### config.mk
export PLATFORM = sky130hd
export DESIGN_NAME = spi_flash_arbiter
export DESIGN_NICKNAME = d
export VERILOG_FILES = /design/src/rtl/spi_flash_arbiter.sv
export SDC_FILE = /design/constraint.sdc
export NUM_CORES = 1
export LEC_CHECK = 0
export BUFFER_PORTS_ARGS = -buffer_cell sky130_fd_sc_hd__buf_2
export CORE_AREA = 3 3 99 101
export DETAILED_ROUTE_END_ITERATION = 8
export DIE_AREA = 0 0 102 104
export PLACE_DENSITY = 0.8
export SLEW_MARGIN = 25
export SYNTH_ARGS = -nofsm -noshare
export SYNTH_HDL_FRONTEND = slang
export SYNTH_SLANG_ARGS = --single-unit
### constraint.sdc
create_clock -name clk -period 2.12 [get_ports clk]
set_input_delay 0.212 -clock clk [delete_from_list [all_inputs] [get_ports clk]]
set_output_delay 0.212 -clock clk [all_outputs]
set_load 0.005 [all_outputs]
### src/rtl/spi_flash_arbiter.sv
// spi_flash_arbiter
//   Shares one spi_flash_read engine between two read requesters.
//   Port 0 is CPU fetch/load and port 1 is a DMA/video fetcher.
//   Only one burst runs at a time. The engine's strobes and done are routed
//   back to the owner, and a watchdog aborts a burst that has stalled.
// Ports
//   clk, reset                    clock, asynchronous active-high reset
//   rN_req/addr/count             level request plus burst parameters (sampled at grant)
//   rN_grant/strobe/done/error    ownership, word-valid, burst-end and abort flags
//   rd_data                       engine data passed straight through
//   eng_start/address/word_count  engine command (start held for the whole burst)
//   eng_strobe/done/data_out      engine responses
//   busy                          arbiter is not idle
module spi_flash_arbiter #(
  parameter int MAX_BURST       = 256,
  parameter int FIXED_PRIORITY  = 0,
  parameter int WATCHDOG_CYCLES = 4096
) (
  input  logic        clk,
  input  logic        reset,
  input  logic        r0_req,
  input  logic [23:0] r0_addr,
  input  logic [23:0] r0_count,
  input  logic        r1_req,
  input  logic [23:0] r1_addr,
  input  logic [23:0] r1_count,
  output logic        r0_grant,
  output logic        r0_strobe,
  output logic        r0_done,
  output logic        r0_error,
  output logic        r1_grant,
  output logic        r1_strobe,
  output logic        r1_done,
  output logic        r1_error,
  output logic [31:0] rd_data,
  output logic        eng_start,
  output logic [23:0] eng_address,
  output logic [23:0] eng_word_count,
  input  logic        eng_strobe,
  input  logic        eng_done,
  input  logic [31:0] eng_data_out,
  output logic        busy
);
  localparam logic [1:0] IDLE  = 2'd0;
  localparam logic [1:0] RUN   = 2'd1;
  localparam logic [1:0] ABORT = 2'd2;
  localparam logic [1:0] GAP   = 2'd3;

  localparam int             WDW    = (WATCHDOG_CYCLES > 0) ? $clog2(WATCHDOG_CYCLES + 1) : 1;
  localparam logic [WDW-1:0] WD_MAX = WDW'(WATCHDOG_CYCLES);
  localparam logic [23:0]    MAXB   = 24'(MAX_BURST);

  logic [1:0]     state_q, state_d;
  logic           owner_q, last_owner_q;
  logic [23:0]    addr_q, count_q, word_cnt_q;
  logic [WDW-1:0] wd_q;

  logic        any_req, sel1, run, abrt, wd_hit;
  logic [23:0] req_cnt, clamp_cnt;

  assign any_req = r0_req | r1_req;
  // Round-robin: on a tie the port not served last wins; a lone requester always wins.
  assign sel1 = (FIXED_PRIORITY != 0) ? (r1_req & ~r0_req)
                                      : (r1_req & (~r0_req | ~last_owner_q));
  assign req_cnt   = sel1 ? r1_count : r0_count;
  assign clamp_cnt = (req_cnt == 24'd0) ? 24'd1 : (req_cnt > MAXB) ? MAXB : req_cnt;

  assign run    = (state_q == RUN);
  assign abrt   = (state_q == ABORT);
  // wd_q saturates at WD_MAX; reaching it with no strobe this cycle aborts on the next edge.
  assign wd_hit = (WATCHDOG_CYCLES != 0) && (wd_q == WD_MAX) && !eng_strobe;

  always_comb begin
    state_d = state_q;
    case (state_q)
      IDLE:    if (any_req) state_d = RUN;
      RUN:     if (eng_done) state_d = GAP;
               else if (wd_hit) state_d = ABORT;
      ABORT:   state_d = GAP;
      default: state_d = IDLE;
    endcase
  end

  always_ff @(posedge clk or posedge reset) begin
    if (reset) begin
      state_q      <= IDLE;
      owner_q      <= 1'b0;
      last_owner_q <= 1'b1;
      addr_q       <= 24'd0;
      count_q      <= 24'd0;
      word_cnt_q   <= 24'd0;
      wd_q         <= '0;
    end else begin
      state_q <= state_d;
      if (state_q == IDLE && any_req) begin
        owner_q    <= sel1;
        addr_q     <= sel1 ? r1_addr : r0_addr;
        count_q    <= clamp_cnt;
        word_cnt_q <= 24'd0;
        wd_q       <= '0;
      end
      if (run) begin
        if (eng_strobe) begin
          word_cnt_q <= word_cnt_q + 24'd1;
          wd_q       <= '0;
        end else if (wd_q != WD_MAX) begin
          wd_q <= wd_q + 1'b1;
        end
        if (eng_done || wd_hit) last_owner_q <= owner_q;
      end
    end
  end

  assign r0_grant  = (run | abrt) & ~owner_q;
  assign r1_grant  = (run | abrt) &  owner_q;
  assign r0_strobe = run & eng_strobe & ~owner_q;
  assign r1_strobe = run & eng_strobe &  owner_q;
  assign r0_done   = ((run & eng_done) | abrt) & ~owner_q;
  assign r1_done   = ((run & eng_done) | abrt) &  owner_q;
  assign r0_error  = abrt & ~owner_q;
  assign r1_error  = abrt &  owner_q;

  assign rd_data        = eng_data_out;
  assign eng_start      = run;
  assign eng_address    = addr_q;
  assign eng_word_count = count_q;
  assign busy           = (state_q != IDLE);
endmodule
* Word level (Yosys, flattened, before mapping)
Index checks and enable logic that the tools add are counted. W data, S select, Z words.
Cells by class: bitwise gates (word level) 18, reductions and logical operators 9, add/subtract/negate cells 1, multiplexer cells 12, equal/unequal tests 6, magnitude comparators 1
Operators by type and width (count):
- $mux W24 | 4
- $mux W13 | 4
- $gt A24 B9 Y1 const B | 1
- $logic_not A24 Y1 | 1
- $add A13 B1 Y13 const B | 1
- $eq A13 B13 Y1 const B | 1
- $ne A13 B13 Y1 const B | 1
- $and A1 B1 Y1 | 11
- $mux W2 | 3
- $pmux W2 S3 | 1
- $or A1 B1 Y1 | 4
- $reduce_and A2 Y1 | 2
- $ne A3 B2 Y1 const B | 1
- $not A1 Y1 | 3
- $eq A2 B1 Y1 const B | 1
- $eq A2 B2 Y1 const B | 1
- $logic_and A1 B1 Y1 | 2
- $logic_not A2 Y1 | 1
- $ne A2 B2 Y1 const B | 1
- $reduce_bool A2 Y1 | 1
- $logic_not A1 Y1 | 1
- $logic_or A1 B1 Y1 | 1
Word-level totals: output and inout port bits 90, bits of input ports 134, register bits 65

* Depth between registers and ports, before layout
depth in word-level cells 7, depth in mapped cells 8, mapped depth without buffers 7

* Worst setup path after synthesis
No wires, ideal clock.
path type flip-flop to flip-flop, start point reg wd_q[0], end point reg state_q[1], period minus slack after synthesis 2.004 ns, slack 0.116 ns, stages on the path, launching flop included 8, arrival time 1.879 ns, path through dfrtp_1 inv_1 ha_1 or4b_4 nor4_2 nor2_1 a22o_1 mux2_4
Between the ends: word-level cells in the longest chain between the ends 4
Ends and longest elaborated chain:
- from (decl) | RTL line 56 | logic [WDW-1:0] wd_q;
- from (signal assigned) | RTL line 107 | wd_q <= wd_q + 1'b1;
- $eq A13 B13 Y1 | RTL line 71 | assign wd_hit = (WATCHDOG_CYCLES != 0) && (wd_q == WD_MAX) && !eng_strobe;
- $logic_and A1 B1 Y1 | RTL line 71
- $ne A3 B2 Y1 (no line)
- $reduce_and A2 Y1 (no line)
- to (signal assigned) | RTL line 94 | state_q <= state_d;
- to (decl) | RTL line 53 | logic [1:0] state_q, state_d;
Every way passes these cells. A chain may end at the register's enable or synchronous reset.

* Final worst setup path
start point reg wd_q[3], end point reg state_q[1]
Same word-level chain as after synthesis.

==> flow_metrics.env <==
export IMPL_clk_latency_ns=0.33
export IMPL_synth_seq_cells=65
export IMPL_clock_fmax_mhz=492
export IMPL_drive_gt1_share_pct=37.6
export IMPL_syn2layout_area_growth_pct=28.4
export IMPL_p_per_area_nw_per_um2=1050
export IMPL_hold_start="r0_addr[20]"
export IMPL_die_x_um=102
export IMPL_antenna_cells=0
export IMPL_dieArea_um2=10600
export IMPL_required_ns=2.34
export IMPL_synth_area_leaders="dfrtp_1, nand2_1, buf_4"
export IMPL_regToRegSetupSlack_ns=0.09
export IMPL_htree_levels=3
export IMPL_gp_congestion=0.902
export IMPL_rows=35
export IMPL_r2r_end="state_q[1]"
export IMPL_holdCritPathClass="in -> reg"
export IMPL_grt_start_max_net_pins=52
export IMPL_grt_antenna_before_repair=0
export IMPL_synth_top_cell_by_area="dfrtp_1"
export IMPL_startpoint_type="flip-flop"
export IMPL_vdd_ir_drop_max_uv=449
export IMPL_numCtsBuffers=9
export IMPL_vias=3194
export IMPL_final_net_count=655
export IMPL_cts_buffer_depth=2
export IMPL_synthesis_nets=522
export IMPL_worst_pin_slew_ns=0.479
export IMPL_r2r_start="wd_q[3]"
export IMPL_io_pin_count=224
export IMPL_layout_min_cycle_time_ns=2.03
export IMPL_clock_sinks=65
export IMPL_routed_via_density=5.08
export IMPL_fin_crit_sh_pct=95.9
export IMPL_syn_avg_cell_area_um2=8.92
export IMPL_die_h_um=104
export IMPL_synth_edf_count=0
export IMPL_cellLeakagePower_nw=2.24
export IMPL_tns_ns=0
export IMPL_rsz0062_at_grt="no"
export IMPL_drt_initial_drc_count=164
export IMPL_cts_clk_slew_worst_paths_ns=0.07
export IMPL_combPwrFrac_pct=38.8
export IMPL_critPathCaptureType="flip-flop"
export IMPL_io_buffers=159
export IMPL_drtPass1Iterations=4
export IMPL_yosysMostFrequentCell="nand2_1"
export IMPL_ys_async_sr_fraction_pct=100
export IMPL_seq_area_um2=1630
export IMPL_dpl_hpwl_um=7020
export IMPL_ant_nets=0
export IMPL_synth_top_area_share_pct=47.0
export IMPL_track_usage_pct=16.7
export IMPL_worstSetupPathType="reg -> reg"
export IMPL_p_total_mw=4.59
export IMPL_pwr_share_seq_pct=37.9
export IMPL_status="complete, no violations"
export IMPL_fillCellCount=870
export IMPL_synth_ff_type="dfrtp_1"
export IMPL_yosysWarnings=0
export IMPL_wl_per_cell_um=14.3
export IMPL_finalSetupViolations=0
export IMPL_drcViolationCount=0
export IMPL_path_max_fanout=6
export IMPL_start_util_pct=37.4
export IMPL_fin_skew_ns=0.0105
export IMPL_synth_seq_area_share_pct=47.8
export IMPL_grt_pass1_vias=3207
export IMPL_core_area_um2=9110
export IMPL_overflow=0
export IMPL_critPathArrivalTime_ns=2.25
export IMPL_synth_area_um2=3410
export IMPL_ys_types=39
export IMPL_finalHoldViolations=0
export IMPL_multi_input_area_um2=1470
export IMPL_cap_violations=0
export IMPL_ys_top_cells_by_count="nand2_1, dfrtp_1, nor2_1, buf_4, a31oi_1"
export IMPL_internal_power_mw=3.00
export IMPL_pwr_share_clk_pct=23.3
export IMPL_max_slew_margin_pct=68.1
export IMPL_grt_pass1_wl_um=14400
export IMPL_post_cts_setup_buffer_count=0
export IMPL_hold_depth=3
export IMPL_synthCells=382
export IMPL_switching_share_pct=34.7
export IMPL_wirelength_um=9010
export IMPL_rr_worst_depth=5
export IMPL_net_switching_power_mw=1.60
export IMPL_drv_slew=0
export IMPL_whs_endpoint="eng_address[20]"
export IMPL_cts_tree="done"
export IMPL_clock_root_buffer="clkbuf_8"
[power groups by stage]
stage / combinational [mW] / sequential [mW] / clock [mW]
after floorplan: 1.06 / 1.76 / 0
after global placement: 1.74 / 1.74 / 0
after detailed placement: 1.79 / 1.76 / 0
after CTS: 1.80 / 1.74 / 1.11
after global routing: 2.01 / 1.78 / 1.17
final: 1.78 / 1.74 / 1.07
[layer usage]
metal	wire, µm	part of all wire (%)	track usage (%)
met1	3680	41	18.7
met3	616	6.8	4.76
met4	147	1.6	5.62
met2	4570	51	29.9
met5	0	0	0
[worst max path at each step]
stage	startpoint	end	slack, ns
after floorplan	wd_q[0]	state_q[1]	0.12
after global placement	wd_q[0]	state_q[1]	0.07
after detailed placement	wd_q[0]	state_q[1]	0.06
after CTS	wd_q[0]	state_q[1]	0.06
after global routing	wd_q[3]	state_q[1]	0.02
final	wd_q[3]	state_q[1]	0.09
[kinds of logic (layout without fill, tap and decap cells)]
| kind of cell | count (synthesis) | count (layout) | synth area share, % |
|---|---|---|---|
| adder cells (fa/ha/maj) | 6 | 6 | 2.20 |
| flip-flops | 65 | 65 | 47.8 |
| multiplexers | 10 | 10 | 3.12 |
| buffers and inverters | 58 | 194 | 9.91 |
| XOR/XNOR | 9 | 9 | 2.31 |
| AND/OR/NAND/NOR | 178 | 178 | 24.3 |
| AO/OA/AOI/OAI | 56 | 56 | 10.4 |
[flip-flops by register name (all words and copies together) (netlist names)]
register        flops
eng_address        24
eng_word_count     24
wd_q               13
state_q             2
last_owner_q        1
owner_q             1
[cells in the final DEF, fill, tap and decap left out, types with 3 or more instances in the layout]
cell      Yosys  final
nor3_1        8      8
buf_4        32     10
nor2b_1       4      4
nand4_1       6      6
a31oi_1      25     25
and3_1        3      3
buf_2         0    159
nand3_1       5      5
ha_1          6      6
xor2_1        4      4
clkbuf_8      0     12
inv_1         9      8
nor2_1       45     43
o21ai_0      15     14
dfrtp_1      64     64
xnor2_1       5      5
nor4_1       10     10
nand2_1      72     71
and2_1       17     17
mux2i_1       8      8
[what timing repair did]
item,4_1_cts,5_1_grt
hold buffers,1,0
resized for setup,0,3
hold endpoints to repair,20,0
endpoints found under the setup margin,0,1
[layout make-up]
cell class | instances | area share, %
clock inverters | 2 | 0.858
multi-input cells | 259 | 33.6
inverters | 9 | 0.772
repair buffers | 171 | 20.6
flip-flops and latches | 65 | 37.2
clock buffers | 12 | 3.77
well taps | 111 | 3.17
[worst max-delay path, stage by stage, from the launching register on]
cell	delay, ns
dfrtp_1	0.45
or4b_1	0.60
nor4_4	0.30
nor2_2	0.08
a22o_1	0.21
mux2_4	0.30
[per-stage QoR]
| stage | instance area, µm² | instances | hold slack [ns] | utilization, % | worst slack (ns) |
|---|---|---|---|---|---|
| floorplan | 3410 | 382 | 0.360 | - | 0.116 |
| global placement | 4150 | 614 | 0.248 | 45.5 | 0.0688 |
| detailed placement | 4150 | 614 | 0.259 | 45.5 | 0.0593 |
| CTS | 4360 | 629 | 0.120 | 47.9 | 0.0569 |
| global route | 4380 | 629 | 0.115 | 48.0 | 0.0185 |
| finish | 4380 | 629 | 0.132 | 48.0 | 0.0876 |
(Power assumes the default switching activity.)
